[config.mk]
export PLATFORM = sky130hd
export DESIGN_NAME = i2s_rx
export DESIGN_NICKNAME = d
export VERILOG_FILES = /design/src/rtl/i2s_pkg.sv /design/src/rtl/i2s_sync_edge.sv /design/src/rtl/i2s_rx.sv
export SDC_FILE = /design/constraint.sdc
export NUM_CORES = 1
export LEC_CHECK = 0
export BUFFER_PORTS_ARGS = -buffer_cell sky130_fd_sc_hd__buf_4
export CORE_MARGIN = 10
export CORE_UTILIZATION = 44
export DETAILED_ROUTE_END_ITERATION = 16
export GPL_TIMING_DRIVEN = 0
export HOLD_SLACK_MARGIN = 0.02
export MAX_ROUTING_LAYER = met4
export SYNTH_ARGS = -nofsm -noshare
export SYNTH_HDL_FRONTEND = slang
export SYNTH_HIERARCHICAL = 1
export SYNTH_SLANG_ARGS = --single-unit
[constraint.sdc]
create_clock -name clk -period 10.9 [get_ports clk]
set_clock_uncertainty 0.1 [all_clocks]
set_input_delay 0.545 -clock clk [delete_from_list [all_inputs] [get_ports clk]]
set_output_delay 0.545 -clock clk [all_outputs]
set_load 0.01 [all_outputs]
[src/rtl/i2s_pkg.sv]
// Shared constants and state encoding for the slave-mode I2S receiver.
// Optional status outputs are enabled by the I2S_RX_STATUS_EN macro in i2s_rx.
package i2s_pkg;

  localparam int   I2S_SAMPLE_W = 16;
  localparam int   I2S_CNT_W    = 6;
  localparam logic I2S_LEFT     = 1'b0;
  localparam logic I2S_RIGHT    = 1'b1;
  localparam int   BCK_TIMEOUT  = 256;

  typedef enum logic {
    ST_ALIGN = 1'b0,
    ST_RUN   = 1'b1
  } state_t;

endpackage

[src/rtl/i2s_sync_edge.sv]
// 2-flop synchronizer for level inputs plus a 3-flop rise detector for the
// edge input; all sync outputs share the same delay so they stay aligned.
module i2s_sync_edge #(
  parameter int W = 1
) (
  input  logic         clk,
  input  logic         reset,
  input  logic         i_edge,
  input  logic [W-1:0] i_async,
  output logic         o_rise,
  output logic [W-1:0] o_sync
);

  logic [W-1:0] r_s1;
  logic [W-1:0] r_s2;
  logic [2:0]   r_e;

  always_ff @(posedge clk) begin
    if (reset) begin
      r_s1 <= '0;
      r_s2 <= '0;
      r_e  <= '0;
    end else begin
      r_s1 <= i_async;
      r_s2 <= r_s1;
      r_e  <= {r_e[1:0], i_edge};
    end
  end

  assign o_sync = r_s2;
  assign o_rise = r_e[1] & ~r_e[2];

endmodule

[src/rtl/i2s_rx.sv]
// Slave-mode I2S receiver: oversamples BCK/LRCK/DIN and emits one L/R pair per frame.
// Define I2S_RX_STATUS_EN to add the o_err pulse and saturating o_err_count outputs.
module i2s_rx
  import i2s_pkg::*;
#(
  parameter int SAMPLE_W = I2S_SAMPLE_W,
  parameter int CNT_W    = I2S_CNT_W
) (
  input  logic                clk,
  input  logic                reset,
  input  logic                i_i2s_bck,
  input  logic                i_i2s_lrck,
  input  logic                i_i2s_din,
  output logic [SAMPLE_W-1:0] o_left,
  output logic [SAMPLE_W-1:0] o_right,
  output logic                o_valid,
`ifdef I2S_RX_STATUS_EN
  output logic                o_err,
  output logic [7:0]          o_err_count,
`endif
  output logic                o_locked
);

  localparam logic [CNT_W-1:0] SW_C     = CNT_W'(SAMPLE_W);
  localparam logic [CNT_W-1:0] CNT_MAX  = '1;
  localparam logic [7:0]       TMO_LOAD = 8'(BCK_TIMEOUT - 1);

  logic                w_bck_rise;
  logic [1:0]          w_sync;
  logic                w_lrck_s;
  logic                w_din_s;
  logic                w_slot_start;
  logic                w_timeout;
  logic [CNT_W-1:0]    w_cnt_inc;
  logic [SAMPLE_W-1:0] w_sh_shift;
  logic                w_short;
  logic [SAMPLE_W-1:0] w_word;
  state_t              w_state_nxt;
  logic                w_hold_en;
  logic                w_commit;

  state_t              r_state;
  logic                r_lrck_d;
  logic [CNT_W-1:0]    r_bitcnt;
  logic [SAMPLE_W-1:0] r_shreg;
  logic [SAMPLE_W-1:0] r_hold_l;
  logic [SAMPLE_W-1:0] r_word_r;
  logic                r_commit;
  logic [7:0]          r_timer;

  i2s_sync_edge #(.W(2)) u_sync (
    .clk     (clk),
    .reset   (reset),
    .i_edge  (i_i2s_bck),
    .i_async ({i_i2s_din, i_i2s_lrck}),
    .o_rise  (w_bck_rise),
    .o_sync  (w_sync)
  );

  assign w_lrck_s = w_sync[0];
  assign w_din_s  = w_sync[1];

  // The bit taken at a slot change is the LSB of the slot that is ending.
  assign w_slot_start = w_bck_rise && (w_lrck_s != r_lrck_d);
  assign w_cnt_inc    = (r_bitcnt == CNT_MAX) ? r_bitcnt : r_bitcnt + CNT_W'(1);
  assign w_sh_shift   = (r_bitcnt < SW_C) ? {r_shreg[SAMPLE_W-2:0], w_din_s} : r_shreg;
  assign w_short      = (w_cnt_inc < SW_C);
  assign w_word       = w_short ? (w_sh_shift << (SW_C - w_cnt_inc)) : w_sh_shift;
  assign w_timeout    = (r_timer == 8'd0) && !w_bck_rise;

  always_comb begin
    w_state_nxt = r_state;
    o_locked    = 1'b0;
    w_hold_en   = 1'b0;
    w_commit    = 1'b0;
    case (r_state)
      ST_ALIGN: begin
        if (w_slot_start && (r_lrck_d == I2S_RIGHT)) w_state_nxt = ST_RUN;
      end
      ST_RUN: begin
        o_locked = 1'b1;
        if (w_timeout) begin
          w_state_nxt = ST_ALIGN;
          o_locked    = 1'b0;
        end else if (w_slot_start) begin
          if (r_lrck_d == I2S_LEFT) w_hold_en = 1'b1;
          else                      w_commit  = 1'b1;
        end
      end
      default: w_state_nxt = ST_ALIGN;
    endcase
  end

  always_ff @(posedge clk) begin
    if (reset) begin
      r_state  <= ST_ALIGN;
      r_lrck_d <= 1'b0;
      r_bitcnt <= '0;
      r_shreg  <= '0;
      r_hold_l <= '0;
      r_word_r <= '0;
      r_commit <= 1'b0;
      r_timer  <= '0;
      o_left   <= '0;
      o_right  <= '0;
      o_valid  <= 1'b0;
    end else begin
      r_state <= w_state_nxt;
      if (w_bck_rise)           r_timer <= TMO_LOAD;
      else if (r_timer != 8'd0) r_timer <= r_timer - 8'd1;
      if (w_bck_rise) begin
        r_lrck_d <= w_lrck_s;
        if (w_slot_start) begin
          r_bitcnt <= '0;
          r_shreg  <= '0;
        end else begin
          r_bitcnt <= w_cnt_inc;
          r_shreg  <= w_sh_shift;
        end
      end
      if (w_hold_en) r_hold_l <= w_word;
      if (w_commit)  r_word_r <= w_word;
      r_commit <= w_commit;
      o_valid  <= r_commit;
      if (r_commit) begin
        o_left  <= r_hold_l;
        o_right <= r_word_r;
      end
    end
  end

`ifdef I2S_RX_STATUS_EN
  logic [CNT_W-1:0] r_len_l;
  logic             r_short_l;
  logic             r_frame_err;

  always_ff @(posedge clk) begin
    if (reset) begin
      r_len_l     <= '0;
      r_short_l   <= 1'b0;
      r_frame_err <= 1'b0;
      o_err       <= 1'b0;
      o_err_count <= '0;
    end else begin
      if (w_hold_en) begin
        r_len_l   <= w_cnt_inc;
        r_short_l <= w_short;
      end
      if (w_commit) r_frame_err <= r_short_l | w_short | (r_len_l != w_cnt_inc);
      o_err <= r_commit & r_frame_err;
      if (r_commit && r_frame_err && (o_err_count != 8'hFF))
        o_err_count <= o_err_count + 8'd1;
    end
  end
`endif

endmodule
==> impl_metrics.toml, run 1 <==
[placed_design]
numPortBuffers = 38
hpwl_um = 12800
dpl_worst_slack_ns = 6.45
place_congestion = 0.984

[grt]
gr-usage-all-layers_pct = 19.6
grt_pass1_vias = 4969
antenna_found_initial = 0
grt_pass1_wl_um = 27600
grt_max_degree = 21
grt_overflow = 0

[yosys]
synthArstFlopShare_pct = 0
synth_area_mm2 = 0.00561
synth_cell_type_count = 64
avgSynthCellArea_um2 = 8.00
synth_top_area_cell = "dfxtp_1"
synth_edf_count = 0
synth_top_area_share_pct = 37.4
mappedNetlistNets = 710
synth_flop_cell = "dfxtp_1"
synthTopCellsByArea = "dfxtp_1, nor2_1, mux2i_1"
ys_ff_latch = 105
yosys_warnings = 6
syn_inst = 702
seq_area_frac_synth_pct = 37.4

[power_and_ir_drop]
p_leak_nw = 2.23
max-vdd-ir-drop_mv = 0.124
pwr_density_cell_mw_per_mm2 = 133

[layout]
drive_above_1_share_pct = 13.2
diodes = 0
fin_nets = 759
area_growth_pct = 14.6

[floorplanning]
num_rows = 41
core_area_mm2 = 0.0126
ios = 39
dieArea_mm2 = 0.0177
initial_core_util_pct = 44.7
dieWidth_um = 133
fp.dieH_um = 133

[drt]
firstDrtPassIters = 8
ant_nets = 0
drt-total-wl_um = 16900
drt_iter0_drc = 478
wl_per_cell_um = 18.2
via_per_inst = 5.69
num_vias = 5278
drc = 0

[cts]
clock_latency_ns = 0.36
path_clk_slew_ns = 0.07
cts-buffers-inserted = 9
cts_hold_buf = 0
cts-root-buf = "clkbuf_16"
cts-resized-gates = 0
cts_sinks = 105
htreeDepth = 3
cts_setup_buffers = 0
cts_tree = "done"
clock_path_buffers = 2

[sta]
setup_ws_ns = 6.38
fmax_mhz = 221
setup_tns_ns = 0
tightest_slew_ns = 0.787
relSlewSlack_pct = 47.4
finalMaxSlewViolations = 0
finalSetupViolCount = 0
fin_crit_ns = 4.52
rsz0062_at_grt = "no"
period_share_pct = 41.5
report.final.hold_viol_count = 0

[critical_path]
worst_setup_path_end_kind = "flip-flop"
critPathKind = "flip-flop to flip-flop"
r2r_slack_ns = 6.38
worstPathArrival_ns = 4.69
startpoint_type = "flip-flop"
crit_required_ns = 11.07
crit_fanout = 10

[min_path]
hold_class = "primary input to flip-flop"

[job]
drv_cap = 0

[status]
status = "complete, no violations"
## metal layers
layer  track usage, %  wire, µm  share of wire [%]
met5                -         0                  0
met4             7.09       349                2.1
met1             24.0      7550                 45
met2             31.3      8050                 48
met3             3.82       940                5.6
## cell usage after synthesis, types with 9 or more instances
cell type,n
nand2b_1,20
nor2_1,129
dfxtp_1,105
o21ai_0,15
a22oi_1,17
nor3_1,45
nor2b_1,16
buf_2,21
a211oi_1,31
nand2_1,44
a21oi_1,49
a211o_1,9
clkbuf_1,36
mux2i_1,41
## final timing paths
kind                                  start                     endpoint  cells after the start
setup reg to reg   r_bitcnt[0]$_SDFFE_PP0P_    r_word_r[15]$_SDFFE_PP0P_                     15
hold reg to reg   u_sync/r_s1[1]$_SDFF_PP0_  u_sync/o_sync[1]$_SDFF_PP0_                      1
setup / recovery   r_bitcnt[0]$_SDFFE_PP0P_    r_word_r[15]$_SDFFE_PP0P_                     15
hold / removal                   i_i2s_lrck    u_sync/r_s1[0]$_SDFF_PP0_                      2
## where the power goes
part           switching [mW]  total (mW)  internal (mW)
combinational          0.0613       0.108         0.0465
clock                   0.155       0.340          0.185
sequential             0.0110       0.408          0.397
total                   0.227       0.855          0.628
## critical path, stage by stage (launching register included)
cell      delay (ns)
dfxtp_1         0.40
ha_1            0.34
and2_2          0.28
nand2_1         0.16
buf_2           0.26
buf_2           0.27
mux2i_1         0.35
ha_1            0.27
inv_1           0.10
xnor2_1         0.46
buf_2           0.30
nand2_1         0.09
nor2_1          0.43
a21boi_0        0.28
nor3_2          0.10
a211oi_1        0.23
## cells by family (layout without fill, tap and decap cells)
logic type               Yosys count  count (layout)  share of synthesized area, %
AND/OR/NAND/NOR                  301             301                          25.4
AO/OA/AOI/OAI                    167             167                          20.0
flip-flops                       105             105                          37.4
buffers and inverters             66             120                          4.95
multiplexers                      50              50                          9.92
XOR/XNOR                          10              10                          1.69
adder cells (fa/ha/maj)            3               3                         0.669
## state kept, by name, summed over array words and instances (netlist names), 2 cells and up
name / cells
o_left: 16
r_bitcnt: 6
o_right: 16
u_sync/r_s1: 2
r_timer: 8
r_word_r: 16
r_hold_l: 16
u_sync/o_sync: 2
u_sync/r_e: 3
r_shreg: 16
## area by class of cell
type,instances,area (µm²)
Timing Repair Buffer,38,285
Buffer,59,251
Sequential cell,105,2100
Inverter,7,26.3
Clock buffer,9,225
Multi-Input combinational cell,531,3230
Clock inverter,7,92.6
Tap cell,172,215
Fill cell,1249,6140
## cells in the final DEF (no fill, tap or decap), types with 6 or more instances in the layout
cell type    n
inv_1        7
nand2_1     44
clkbuf_16    9
nor3_1      45
buf_2       21
a211oi_1    31
dfxtp_1    105
nand2b_1    20
o21ai_0     15
a211o_1      9
nor2b_1     16
clkbuf_1    36
mux2i_1     41
nand3_1      7
a22oi_1     17
buf_4       39
a21oi_1     49
o22ai_1      6
nor2_1     129
## through the flow
step                      instance area, µm²  hold slack (ns)  std cells  util (%)  total power [mW]
after global placement                  6110            0.318        912      48.6             0.521
after CTS                               6430            0.293        928      51.2             0.862
after detailed placement                6110            0.322        912      48.6             0.523
final                                   6430            0.300        928      51.2             0.855
after floorplan                         5610            0.314        702         -             0.499
after global routing                    6430            0.297        928      51.2             0.895
(Power assumes the default switching activity.)
==> inputs of run 2 (changes only) <==
--- a/config.mk
+++ b/config.mk
@@ -5,6 +5,7 @@
 export SDC_FILE = /design/constraint.sdc
 export NUM_CORES = 1
 export LEC_CHECK = 0
+export ABC_AREA = 1
 export BUFFER_PORTS_ARGS = -buffer_cell sky130_fd_sc_hd__buf_4
 export CORE_MARGIN = 10
 export CORE_UTILIZATION = 44
==> constraint.sdc (replaced) <==
create_clock -name clk -period 4.5 [get_ports clk]
set_clock_uncertainty 0.1 [all_clocks]
set_input_delay 0.225 -clock clk [delete_from_list [all_inputs] [get_ports clk]]
set_output_delay 0.225 -clock clk [all_outputs]
set_load 0.01 [all_outputs]
==> run 2 against run 1 <==
  * Hold slack better by 0.010 ns
  * Critical endpoint is now r_hold_l[9]$_SDFFE_PP0P_
  * Non-clock buffer count shrank 13
  * Via count down 1.6%
  * Critical path depth rose by 1
  * Sequential share of layout area up 1.7 points
  * Utilization grew 1.7 points
  * Combinational power rose by 150%
  * Count of clock-buffer cells in the layout stayed put
  * Clock power increased by 150%
  * Global-route usage shrank 0.19 points
  * Synthesized area down 6.1%
  * Die area fell by 5.2%
  * Largest cell class unchanged
==> impl_metrics.toml, run 2 <==
[drt]
num_vias = 5196
drt-total-wl_um = 15300
drc = 0
via_per_inst = 5.32
ant_nets = 0
wl_per_cell_um = 15.7
firstDrtPassIters = 5
drt_iter0_drc = 429

[critical_path]
crit_fanout = 10
cpPeakStageDelay_ns = 0.47
critPathSlowestCell = "clkbuf_1"
worst_setup_path_end_kind = "flip-flop"
critPathKind = "flip-flop to flip-flop"
crit_start = "r_bitcnt[0]$_SDFFE_PP0P_"
startpoint_type = "flip-flop"
r2r-start = "r_bitcnt[0]$_SDFFE_PP0P_"
crit_required_ns = 4.71
worstPathArrival_ns = 3.95
crit_top_cell = "nand2_1"
crit_chain = "ha_1 > nand3_2 > nor2_4 > nand2_1 > nand2_4 > buf_2 > ha_1 > buf_2 > clkinv_1 > clkbuf_1 > nand4_1 > o21ai_0 > nand2_1 > nand3_1 > nand2_1 > inv_1"

[yosys]
synth_area_mm2 = 0.00527
mappedNetlistNets = 782
synth_cell_type_count = 41
yosys-top-cells-count = "nand2_1, dfxtp_1, nor2_1"
synthTopCellsByArea = "dfxtp_1, nand2_1, nand3_1"
seq_area_frac_synth_pct = 39.9
yosys_warnings = 6
avgSynthCellArea_um2 = 6.81
synth_top_area_cell = "dfxtp_1"
synth_flop_cell = "dfxtp_1"
synth_top_area_share_pct = 39.9
syn_inst = 774
ys_ff_latch = 105
synth_edf_count = 0
synthArstFlopShare_pct = 0
synth_most_common_cell = "nand2_1"

[layout]
final_common_cell = "nand2_1"
fin_cells = 976
drive_above_1_share_pct = 13.0
fin_nets = 836
nFillCells = 1163
diodes = 0
final_cell_mix = "nand2_1, dfxtp_1, nor2_1, nand3_1, inv_1"
utilization_pct = 52.8
area_growth_pct = 15.9
finalInstanceArea_mm2 = 0.00611

[floorplanning]
initial_core_util_pct = 45.6
fp.dieH_um = 129
dieWidth_um = 129
core_area_mm2 = 0.0116
num_rows = 39
ios = 39
dieArea_mm2 = 0.0168

[power_and_ir_drop]
pwr_density_cell_mw_per_mm2 = 344
max-vdd-ir-drop_mv = 0.280
finalPower_mw = 2.10
p_leak_nw = 2.75

[cts]
clock_path_buffers = 2
htreeDepth = 3
cts-root-buf = "clkbuf_16"
cts-buffers-inserted = 9
clock_latency_ns = 0.36
path_clk_slew_ns = 0.08
cts_sinks = 105
cts_setup_buffers = 0
cts_tree = "done"
cts-resized-gates = 0

[grt]
antenna_found_initial = 0
grt_pass1_wl_um = 25000
grt_max_degree = 21
gr-usage-all-layers_pct = 19.4
grt_pass1_vias = 4928
grt_overflow = 0

[placed_design]
dpl.cell_count = 955
hpwl_um = 11600
numPortBuffers = 38
dpl_worst_slack_ns = 0.811
post_dp_cell_area_mm2 = 0.00574
place_congestion = 0.940

[min_path]
hold_class = "flip-flop to flip-flop"
hold_path.startpoint = "u_sync/r_s1[1]$_SDFF_PP0_"

[sta]
finalSetupViolCount = 0
finalMaxSlewViolations = 0
relSlewSlack_pct = 45.1
report.final.hold_viol_count = 0
fmax_mhz = 268
rsz0062_at_grt = "no"
fin_hold_ws_ns = 0.310
tightest_slew_ns = 0.815
setup_tns_ns = 0
fin_crit_ns = 3.74
period_share_pct = 83.0
setup_ws_ns = 0.763

[status]
status = "complete, no violations"

[job]
drv_cap = 0
==> run 2: changes by cell type in the layout (fill, tap and decap cells not counted), moves of 20 or more <==
cell | before | now
nor2_1 | 129 | 92
mux2i_1 | 41 | 0
nand2b_1 | 20 | 0
inv_1 | 7 | 78
nand3_1 | 7 | 88
nor3_1 | 45 | 1
nand2_1 | 44 | 165
o21ai_0 | 15 | 57
a211oi_1 | 31 | 1
==> run 2: final cells by class <==
class	instances	area [µm²]	share of cell area, %
timing repair buffer	43	335	5.49
sequential	105	2100	34.4
tap	143	179	2.93
buffer	41	203	3.32
inverter	88	330	5.41
clock buffer	9	225	3.69
clock inverter	7	98.8	1.62
multi-input combinational	540	2640	43.2
==> run 2: layer usage <==
layer / vias to the layer above / GRT usage [%] / wire [µm]
met1: 2399 / 23.4 / 6880
met2: 153 / 32.5 / 7370
li1: 2621 / - / -
met4: 0 / 6.28 / 278
met5: - / - / 0
met3: 23 / 3.02 / 820
==> run 2: critical path, delay by kind of cell (launching register included) <==
| family | cells | cell delay (ns) |
|---|---|---|
| flops | 1 | 0.42 |
| buf+inv | 5 | 1.22 |
| compound gates | 1 | 0.32 |
| fa+ha+maj | 2 | 0.53 |
| simple gates | 8 | 1.10 |
==> run 2: path summary, 6_finish.rpt <==
check | depth (start not counted) | slack (ns) | to
max | 16 | 0.76 | r_hold_l[9]$_SDFFE_PP0P_
min | 2 | 0.31 | u_sync/o_sync[1]$_SDFF_PP0_
max reg2reg | 16 | 0.76 | r_hold_l[9]$_SDFFE_PP0P_
min reg2reg | 2 | 0.31 | u_sync/o_sync[1]$_SDFF_PP0_
==> run 2: kinds of logic (layout without fill, tap and decap cells) <==
logic type      after synthesis  after routing  share of synthesized area [%]
mux                           1              1                          0.214
simple gates                389            389                           33.5
flops                       105            105                           39.9
compound gates              142            142                           14.8
buf+inv                     129            188                           10.1
fa+ha+maj                     3              3                          0.712
xor+xnor                      5              5                          0.831
==> run 2: power breakdown <==
part	internal, mW	switching [mW]
registers	0.961	0.0247
logic	0.0942	0.175
clock network	0.448	0.397
==> run 2: repair_timing <==
item / 4_1_cts / 5_1_grt
endpoints found under the setup margin: 0 / 0
endpoints found under the hold margin: 7 / 0
hold buffers: 5 / 0
==> inputs of run 3 (changes only) <==
==> constraint.sdc (replaced) <==
create_clock -name clk -period 3.34 [get_ports clk]
set_clock_uncertainty 0.1 [all_clocks]
set_input_delay 0.167 -clock clk [delete_from_list [all_inputs] [get_ports clk]]
set_output_delay 0.167 -clock clk [all_outputs]
set_load 0.01 [all_outputs]
==> run 3 against run 2 <==
  * Combinational power grew 36%
  * Wire length is essentially flat
  * Final cell count shrank 0.10%
  * Sequential power grew 35%
  * Critical path depth is the same
  * Count of clock-buffer cells in the layout is the same
==> impl_metrics.toml, run 3 (synthesis results as in run 2) <==
[grt]
use_met1_pct = 23.4
grt-busiest-layer = "met2"
grt_pass1_wl_um = 25000
antenna_found_initial = 0
use_met2_pct = 32.5
grt_util_met3_pct = 3.14
gr-usage-all-layers_pct = 19.4
grt_pass1_vias = 4934
grt_overflow = 0
grt_max_degree = 21

[drt]
drt_iter0_drc = 445
drt-total-wl_um = 15400
drc = 0
via_per_inst = 5.29
ant_nets = 0
firstDrtPassIters = 5
num_vias = 5158
wl_per_cell_um = 15.7

[cts]
cts-root-buf = "clkbuf_16"
cts_sinks = 105
clock_path_buffers = 2
htreeDepth = 3
clock_latency_ns = 0.36
cts-buffers-inserted = 9
path_clk_slew_ns = 0.08
cts_tree = "done"

[job]
drv_cap = 0

[layout]
utilization_pct = 52.9
final_common_cell = "nand2_1"
diodes = 0
drive_above_1_share_pct = 13.5
area_growth_pct = 16.1
fin_nets = 835
final_cell_mix = "nand2_1, dfxtp_1, nor2_1, nand3_1, inv_1"

[power_and_ir_drop]
switching_share_pct = 28.5
p_leak_nw = 2.76
power_switching_mw = 0.807
finalPower_mw = 2.84
p_int_mw = 2.03
clkPwrFrac_pct = 40.2
max-vdd-ir-drop_mv = 0.377
power.share.sequential_pct = 46.9
pwr_density_cell_mw_per_mm2 = 463
p_comb_share_pct = 12.9

[critical_path]
critPathKind = "flip-flop to flip-flop"
crit_fanout = 10
critPathSlowestCell = "dfxtp_1"
crit_top_cell = "nand2_1"
startpoint_type = "flip-flop"
worst_setup_path_end_kind = "flip-flop"
crit_chain = "ha_1 > nand2_1 > nor2_1 > nand3_1 > nand2_1 > inv_1 > ha_1 > clkbuf_4 > inv_4 > clkbuf_4 > nand3_1 > o21ai_0 > nand2_1 > nand3_1 > nand2_1 > inv_1"
worstPathArrival_ns = 3.30
cpPeakStageDelay_ns = 0.39
crit_required_ns = 3.55

[floorplanning]
ios = 39
dieArea_mm2 = 0.0168
num_rows = 39
core_area_mm2 = 0.0116
initial_core_util_pct = 45.6
fp.dieH_um = 129
dieWidth_um = 129

[sta]
period_share_pct = 92.3
tightest_slew_ns = 0.831
fin_crit_ns = 3.08
fin_hold_ws_ns = 0.311
rsz0062_at_grt = "no"
fmax_mhz = 324
relSlewSlack_pct = 44.0
report.final.hold_viol_count = 0
finalSetupViolCount = 0
finalMaxSlewViolations = 0

[placed_design]
numPortBuffers = 38
hpwl_um = 11600
place_congestion = 0.940

[min_path]
hold_class = "flip-flop to flip-flop"

[status]
status = "complete, no violations"
==> run 3: worst max-delay path, delay by kind of cell (launching register included) <==
kind	cells	cell delay [ns]
DFF	1	0.39
AOI/OAI and AO/OA	1	0.28
adders and majority gates	2	0.53
and+or+nand+nor	8	1.04
buffers and inverters	5	0.70
==> run 3: path summary, 6_finish.rpt <==
| kind | from | end | slack [ns] | cells past startpoint |
|---|---|---|---|---|
| worst min register to register | u_sync/r_s1[1]$_SDFF_PP0_ | u_sync/o_sync[1]$_SDFF_PP0_ | 0.31 | 2 |
| worst max-delay path | r_bitcnt[1]$_SDFFE_PP0P_ | r_hold_l[8]$_SDFFE_PP0P_ | 0.26 | 16 |
| worst max register to register | r_bitcnt[1]$_SDFFE_PP0P_ | r_hold_l[8]$_SDFFE_PP0P_ | 0.26 | 16 |
| worst min-delay path | u_sync/r_s1[1]$_SDFF_PP0_ | u_sync/o_sync[1]$_SDFF_PP0_ | 0.31 | 2 |
==> run 3: per-layer routing <==
layer / vias to the layer above / routed length [µm]
met5: - / 0
met4: 0 / 242
met3: 18 / 875
met2: 157 / 7380
met1: 2367 / 6850
li1: 2616 / -
==> run 3: per-stage QoR <==
stage | std cells | worst slack [ns] | setup TNS, ns | instance area [µm²]
finish | 975 | 0.258 | 0 | 6120
global route | 975 | 0.0551 | 0 | 6120
CTS | 976 | 0.00758 | 0 | 6120
detailed placement | 955 | -0.349 | -3.30 | 5740
global placement | 955 | -0.342 | -2.92 | 5740
floorplan | 774 | 0.576 | 0 | 5270
==> run 3: cell type report <==
class / instances / area (µm²)
clock buffers: 9 / 225
flip-flops and latches: 105 / 2100
inverters: 88 / 333
multi-input cells: 540 / 2640
repair buffers: 43 / 335
fillers: 1163 / 5440
plain buffers: 40 / 208
clock inverters: 7 / 98.8
well taps: 143 / 179
==> run 3: what timing repair did <==
action,4_1_cts,5_1_grt
endpoints found under the hold margin,7,0
endpoints found under the setup margin,23,30
hold buffers,5,0
buffers inserted,0,0
gates resized for setup,5,5
==> run 3: power by group through the flow <==
stage | Clock [mW] | Sequential, mW | Combinational, mW
2_1_floorplan | 0 | 1.35 | 0.274
3_3_place_gp | 0 | 1.35 | 0.349
3_5_place_dp | 0 | 1.36 | 0.353
4_1_cts | 1.16 | 1.33 | 0.362
5_1_grt | 1.21 | 1.33 | 0.414
6_report | 1.14 | 1.33 | 0.365
